==> src/rtl/v_issue_queue_if.sv <==
// Handshake bundle of the vector issue queue: producer-side instruction intake
// and coprocessor-side issue/completion signals.
interface v_issue_queue_if;
  logic [31:0] instr_in;
  logic [31:0] xreg_in;
  logic        instr_valid;
  logic        instr_ready;
  logic [31:0] issue_instr;
  logic [31:0] issue_xreg;
  logic        issue_valid;
  logic        unit_done;

  modport master (
    output instr_in, xreg_in, instr_valid, unit_done,
    input  instr_ready, issue_instr, issue_xreg, issue_valid
  );

  modport slave (
    input  instr_in, xreg_in, instr_valid, unit_done,
    output instr_ready, issue_instr, issue_xreg, issue_valid
  );
endinterface

==> src/rtl/v_issue_queue.sv <==
// Vector instruction FIFO and single-issue sequencer (IDLE/EXEC/RETIRE).
// Optional performance counters are enabled by defining V_IQ_PERF_EN.
module v_issue_queue #(
  parameter int DEPTH = 4,
  parameter int CW    = $clog2(DEPTH) + 1
) (
  input  logic          clk,
  input  logic          rst,
  v_issue_queue_if.slave iq,
  input  logic          flush,
  output logic          retire,
  output logic          illegal,
  output logic [CW-1:0] count,
  output logic          busy
`ifdef V_IQ_PERF_EN
  ,
  output logic [31:0]   stall_cycles,
  output logic [31:0]   retired_count
`endif
);

  localparam int PW = (DEPTH > 1) ? $clog2(DEPTH) : 1;

  localparam logic [1:0] IDLE   = 2'd0;
  localparam logic [1:0] EXEC   = 2'd1;
  localparam logic [1:0] RETIRE = 2'd2;

  localparam logic [6:0] OP_V     = 7'b1010111;
  localparam logic [6:0] OP_LOADV = 7'b0000111;
  localparam logic [6:0] OP_STORV = 7'b0100111;

  logic [1:0]    state_q, state_d;
  logic [PW-1:0] wr_ptr_q, wr_ptr_d;
  logic [PW-1:0] rd_ptr_q, rd_ptr_d;
  logic [CW-1:0] count_q, count_d;
  logic          rdy_q, rdy_d;
  logic          illegal_q, illegal_d;
  logic [31:0]   issue_instr_q, issue_instr_d;
  logic [31:0]   issue_xreg_q, issue_xreg_d;
  logic [31:0]   instr_mem_q [DEPTH];
  logic [31:0]   instr_mem_d [DEPTH];
  logic [31:0]   xreg_mem_q  [DEPTH];
  logic [31:0]   xreg_mem_d  [DEPTH];

  logic [6:0] opcode;
  logic       legal_op;
  logic       accept;
  logic       push;
  logic       pop;
  logic       in_vcfg;

  function automatic logic [31:0] sat_inc(input logic [31:0] v);
    return (v == 32'hFFFF_FFFF) ? v : v + 32'd1;
  endfunction

  assign opcode   = iq.instr_in[6:0];
  assign legal_op = (opcode == OP_V) || (opcode == OP_LOADV) || (opcode == OP_STORV);
  assign accept   = iq.instr_valid && rdy_q;
  assign push     = accept && legal_op && !flush;
  // vsetvl* family retires after a single EXEC cycle without waiting on a unit
  assign in_vcfg  = (issue_instr_q[6:0] == OP_V) && (issue_instr_q[14:12] == 3'b111);

  always_comb begin
    state_d       = state_q;
    pop           = 1'b0;
    issue_instr_d = issue_instr_q;
    issue_xreg_d  = issue_xreg_q;
    case (state_q)
      IDLE: begin
        if (count_q != '0) begin
          pop     = 1'b1;
          state_d = EXEC;
        end
      end
      EXEC: begin
        if (in_vcfg || iq.unit_done) state_d = RETIRE;
      end
      RETIRE: begin
        if (count_q != '0) begin
          pop     = 1'b1;
          state_d = EXEC;
        end else begin
          state_d = IDLE;
        end
      end
      default: state_d = IDLE;
    endcase
    if (flush) begin
      pop     = 1'b0;
      state_d = IDLE;
    end
    if (pop) begin
      issue_instr_d = instr_mem_q[rd_ptr_q];
      issue_xreg_d  = xreg_mem_q[rd_ptr_q];
    end
  end

  always_comb begin
    instr_mem_d = instr_mem_q;
    xreg_mem_d  = xreg_mem_q;
    wr_ptr_d    = wr_ptr_q;
    rd_ptr_d    = rd_ptr_q;
    count_d     = count_q;
    if (push) begin
      instr_mem_d[wr_ptr_q] = iq.instr_in;
      xreg_mem_d[wr_ptr_q]  = iq.xreg_in;
      wr_ptr_d              = wr_ptr_q + PW'(1);
    end
    if (pop) rd_ptr_d = rd_ptr_q + PW'(1);
    if (push && !pop)      count_d = count_q + CW'(1);
    else if (pop && !push) count_d = count_q - CW'(1);
    if (flush) begin
      wr_ptr_d = '0;
      rd_ptr_d = '0;
      count_d  = '0;
    end
    // Registered ready: a pop never frees a slot for the same edge
    rdy_d     = (count_d != CW'(DEPTH));
    illegal_d = accept && !legal_op && !flush;
  end

  always_ff @(posedge clk) begin
    if (rst) begin
      state_q       <= IDLE;
      wr_ptr_q      <= '0;
      rd_ptr_q      <= '0;
      count_q       <= '0;
      rdy_q         <= 1'b0;
      illegal_q     <= 1'b0;
      issue_instr_q <= '0;
      issue_xreg_q  <= '0;
    end else begin
      state_q       <= state_d;
      wr_ptr_q      <= wr_ptr_d;
      rd_ptr_q      <= rd_ptr_d;
      count_q       <= count_d;
      rdy_q         <= rdy_d;
      illegal_q     <= illegal_d;
      issue_instr_q <= issue_instr_d;
      issue_xreg_q  <= issue_xreg_d;
    end
  end

  always_ff @(posedge clk) begin
    instr_mem_q <= instr_mem_d;
    xreg_mem_q  <= xreg_mem_d;
  end

  assign iq.instr_ready = rdy_q;
  assign iq.issue_instr = issue_instr_q;
  assign iq.issue_xreg  = issue_xreg_q;
  assign iq.issue_valid = (state_q == EXEC);
  assign retire         = (state_q == RETIRE);
  assign illegal        = illegal_q;
  assign count          = count_q;
  assign busy           = (state_q != IDLE) || (count_q != '0);

`ifdef V_IQ_PERF_EN
  logic [31:0] stall_cycles_q, stall_cycles_d;
  logic [31:0] retired_count_q, retired_count_d;

  always_comb begin
    stall_cycles_d  = stall_cycles_q;
    retired_count_d = retired_count_q;
    if (iq.instr_valid && !rdy_q) stall_cycles_d  = sat_inc(stall_cycles_q);
    if (state_q == RETIRE)        retired_count_d = sat_inc(retired_count_q);
  end

  always_ff @(posedge clk) begin
    if (rst) begin
      stall_cycles_q  <= '0;
      retired_count_q <= '0;
    end else begin
      stall_cycles_q  <= stall_cycles_d;
      retired_count_q <= retired_count_d;
    end
  end

  assign stall_cycles  = stall_cycles_q;
  assign retired_count = retired_count_q;
`endif

endmodule

==> src/flat_wrapper.sv <==
// flat-port wrapper written by rule: the top's interface ports become plain ports
module v_issue_queue_flat 
#(
  parameter int DEPTH = 4,
  parameter int CW    = $clog2(DEPTH) + 1
)
  (clk, rst, flush, retire, illegal, count, busy, iq_instr_in, iq_xreg_in, iq_instr_valid, iq_unit_done, iq_instr_ready, iq_issue_instr, iq_issue_xreg, iq_issue_valid);
  v_issue_queue_if iq_i ();
  input  logic clk;
  input  logic rst;
  input  logic flush;
  output logic retire;
  output logic illegal;
  output logic [CW-1:0] count;
  output logic busy;
  input wire logic [$bits(iq_i.instr_in)-1:0] iq_instr_in;
  input wire logic [$bits(iq_i.xreg_in)-1:0] iq_xreg_in;
  input wire logic [$bits(iq_i.instr_valid)-1:0] iq_instr_valid;
  input wire logic [$bits(iq_i.unit_done)-1:0] iq_unit_done;
  output wire logic [$bits(iq_i.instr_ready)-1:0] iq_instr_ready;
  output wire logic [$bits(iq_i.issue_instr)-1:0] iq_issue_instr;
  output wire logic [$bits(iq_i.issue_xreg)-1:0] iq_issue_xreg;
  output wire logic [$bits(iq_i.issue_valid)-1:0] iq_issue_valid;
  assign iq_i.instr_in = iq_instr_in;
  assign iq_i.xreg_in = iq_xreg_in;
  assign iq_i.instr_valid = iq_instr_valid;
  assign iq_i.unit_done = iq_unit_done;
  assign iq_instr_ready = iq_i.instr_ready;
  assign iq_issue_instr = iq_i.issue_instr;
  assign iq_issue_xreg = iq_i.issue_xreg;
  assign iq_issue_valid = iq_i.issue_valid;
  v_issue_queue #(.DEPTH(DEPTH), .CW(CW)) u_core (.clk(clk), .rst(rst), .iq(iq_i), .flush(flush), .retire(retire), .illegal(illegal), .count(count), .busy(busy));
endmodule
==> config.mk <==
export PLATFORM = sky130hd
export DESIGN_NAME = v_issue_queue_flat
export DESIGN_NICKNAME = d
export VERILOG_FILES = /design/src/rtl/v_issue_queue_if.sv /design/src/rtl/v_issue_queue.sv /design/src/flat_wrapper.sv
export SDC_FILE = /design/constraint.sdc
export NUM_CORES = 1
export LEC_CHECK = 0
export ABC_AREA = 1
export ABC_CLOCK_PERIOD_IN_PS = 7750
export BUFFER_PORTS_ARGS = -buffer_cell sky130_fd_sc_hd__buf_2
export CAP_MARGIN = 20
export CORE_ASPECT_RATIO = 1.2
export CORE_UTILIZATION = 50
export CTS_CLUSTER_SIZE = 14
export DETAILED_ROUTE_END_ITERATION = 12
export GPL_ROUTABILITY_DRIVEN = 0
export MAX_ROUTING_LAYER = met4
export PLACE_DENSITY_LB_ADDON = 0.25
export SLEW_MARGIN = 20
export SYNTH_ARGS = -nofsm -noshare
export SYNTH_HDL_FRONTEND = slang
export SYNTH_SLANG_ARGS = --single-unit
==> constraint.sdc <==
create_clock -name clk -period 7.75 [get_ports clk]
set_input_delay 0 -clock clk [delete_from_list [all_inputs] [get_ports clk]]
set_output_delay 0 -clock clk [all_outputs]
set_load 0.01 [all_outputs]
==> results.cfg <==
[floorplan]
die_w_um = 146
dieArea_um2 = 25400
die_h_um = 174
initial_core_util = 0.512
core_area_um2 = 24100
pin_count = 141
rows = 62

[route]
drt-total-wl_um = 25700
vias = 8065
final_antenna_net_count = 0
wire_per_inst_um = 16.7
drt-vias-per-instance = 5.23
drcViolationCount = 0
firstDrtPassIters = 9
drt_iter0_markers = 580

[synthesis]
synth_top_area_share = 0.622
syn_area_per_cell_um2 = 12.3
synth-seq-cells = 331
yosysUniqueCellTypes = 27
yosysSeqAreaShare = 0.743
ys_warn_count = 0
synth_top_area_cell = edfxtp_1
syn_area_um2 = 12400
synth.area.top_cells = edfxtp_1, dfxtp_1, nor2_1
syn_nets = 1082
postSynthCellCount = 1006

[final_layout]
nets = 1272
final_cells = 1541
fillers = 1845
area_delta_synth_final_pct = 21.3
fin_util = 0.622
drive_gt1_frac = 0.173
n_antenna_cell = 0
final_area_um2 = 15000

[sta]
maxSlewViolCount = 0
setup_ws_ns = 5.11
skew_ns = 0.0122
period_minus_slack_ns = 2.64
tightest_slew_ns = 1.04
rsz0062_at_grt = false
hold_viol = 0
relSlewSlack = 0.309
tns_ns = 0
fmax_mhz = 378
period_share = 0.341
setup_viol = 0

[pwr]
vdd_drop_max_uv = 187
power_leakage_nw = 5.56
cellPowerDensity_nw_per_um2 = 237

[critical_path]
critical_path_arrival_ns = 3.11
crit_path_max_fanout = 88
required_ns = 8.22
worstSetupEndpointType = flip-flop
startpoint_type = flip-flop
crit_type = reg2reg

[clock_network]
clkLatencyLatePin_ns = 0.56
cts_tree = done
postCtsSetupBuffers = 0
clkTransAtPathRegs_ns = 0.06
clkSinkCount = 331
cts-buffers-inserted = 31
clock_path_buffers = 3
clockRootBuffer = clkbuf_16
htree_levels = 1

[global_route]
grt_pass1_vias = 7846
grt_use_met1 = 0.252
track_usage = 0.211
grt_pass1_wl_um = 40400
met2_usage = 0.368
grt_max_degree = 95
grtUsageMet3 = 0.0299
antenna_found_initial = 0
grt.overflow.total = 0
globalRoute.busiestLayer = met2

[run_status]
status = completed

[placement]
dpl.hpwl_um = 12800
port_buffers = 140
placed_area_um2 = 13200
dp.cells = 1412
post-place-ws_ns = 5.08

[min_path]
hp-class = in2reg

[flow_run]
drv_cap = 0
## area by class of cell
type	count	area, um2	area share
Multi-Input combinational cell	584	2760	0.184
Timing Repair Buffer	221	1490	0.0991
Sequential cell	331	9190	0.613
Clock inverter	13	175	0.0117
Inverter	27	104	0.00692
Clock buffer	45	878	0.0586
Tap cell	320	400	0.0267
## routing by layer
layer	wire, um	vias up	share of wire
met1	11000	3852	0.43
met4	452	0	0.018
met2	13100	208	0.51
li1	-	3969	-
met3	1130	36	0.044
met5	0	-	0
## cell families (layout without fill, tap and decap cells)
kind of cell	after synthesis	in the layout	share of synthesized area
buf+inv	91	306	0.0359
simple gates	311	311	0.0988
xor+xnor	2	2	0.00142
flops	331	331	0.743
fa+ha+maj	7	7	0.00708
compound gates	264	264	0.114
## what timing repair did
| action | 4_1_cts | 5_1_grt |
|---|---|---|
| gates resized for setup | 0 | 0 |
| hold buffers | 71 | 0 |
| hold endpoints to repair | 267 | 0 |
| endpoints found under the setup margin | 0 | 0 |
## cell usage after synthesis
cell	instances
a21oi_1	4
a31oi_1	64
buf_1	10
buf_2	15
buf_4	14
buf_6	4
clkbuf_1	21
clkinv_2	1
dfxtp_1	75
edfxtp_1	256
ha_1	7
inv_1	24
inv_2	2
nand2_1	22
nand2_4	1
nand3_1	5
nand3_4	1
nand4_1	8
nor2_1	271
nor3_1	1
nor4_1	1
o21ai_0	178
o21ai_1	17
o31ai_1	1
or2_2	1
xnor2_1	1
xor2_1	1
## stage by stage
stage                     total power [mW]  hold slack, ns
after floorplan                       1.98          0.0724
after global placement                2.02           0.211
after detailed placement              2.02           0.208
after CTS                             3.58           0.174
after global routing                  3.65           0.183
final                                 3.55           0.191
## power breakdown
part	switching (mW)	total [mW]	internal (mW)
combinational	0.0465	0.0915	0.0450
sequential	0.00361	1.92	1.91
clock	0.626	1.54	0.919
## sequential cells by signal, summed over array words and instances, names as in the netlist
register               cells
u_core.illegal             1
u_core.iq.issue_instr     32
u_core.count               3
u_core.rd_ptr_q            2
u_core.xreg_mem_q        128
u_core.instr_mem_q       128
u_core.iq.issue_xreg      32
u_core.iq.instr_ready      1
u_core.wr_ptr_q            2
u_core.state_q             2
## layout by cell type, fill, tap and decap left out, types with 5 or more instances in the layout
master and n:
inv_1 22, a31oi_1 64, clkbuf_1 9, dlygate4sd3_1 71
clkbuf_16 31, o21ai_1 17, o21ai_0 178, nand2_1 22
edfxtp_1 256, clkinv_2 5, buf_2 140, clkbuf_8 5
ha_1 7, nand4_1 8, nand3_1 5, dfxtp_1 73
buf_4 10, nor2_1 267
## worst max-delay path, stage by stage, from the launching register on
cell and delay (ns):
dfxtp_1 0.38, inv_1 0.09, ha_1 0.25, nand2_4 0.10
nand3_4 0.08, clkinv_2 0.45, buf_4 0.78, o21ai_0 0.19
a31oi_1 0.20
## path summary, 6_finish.rpt
kind	slack (ns)	start	depth (start not counted)	end
hold reg to reg	0.52	u_core.iq.issue_xreg[18]	2	u_core.iq.issue_xreg[18]
setup / recovery	5.11	u_core.count[0]	8	u_core.iq.issue_instr[2]
hold / removal	0.19	iq_xreg_in[19]	2	u_core.xreg_mem_q[51]
setup reg to reg	5.11	u_core.count[0]	8	u_core.iq.issue_instr[2]
No activity file was read; power rests on OpenSTA's default activity.
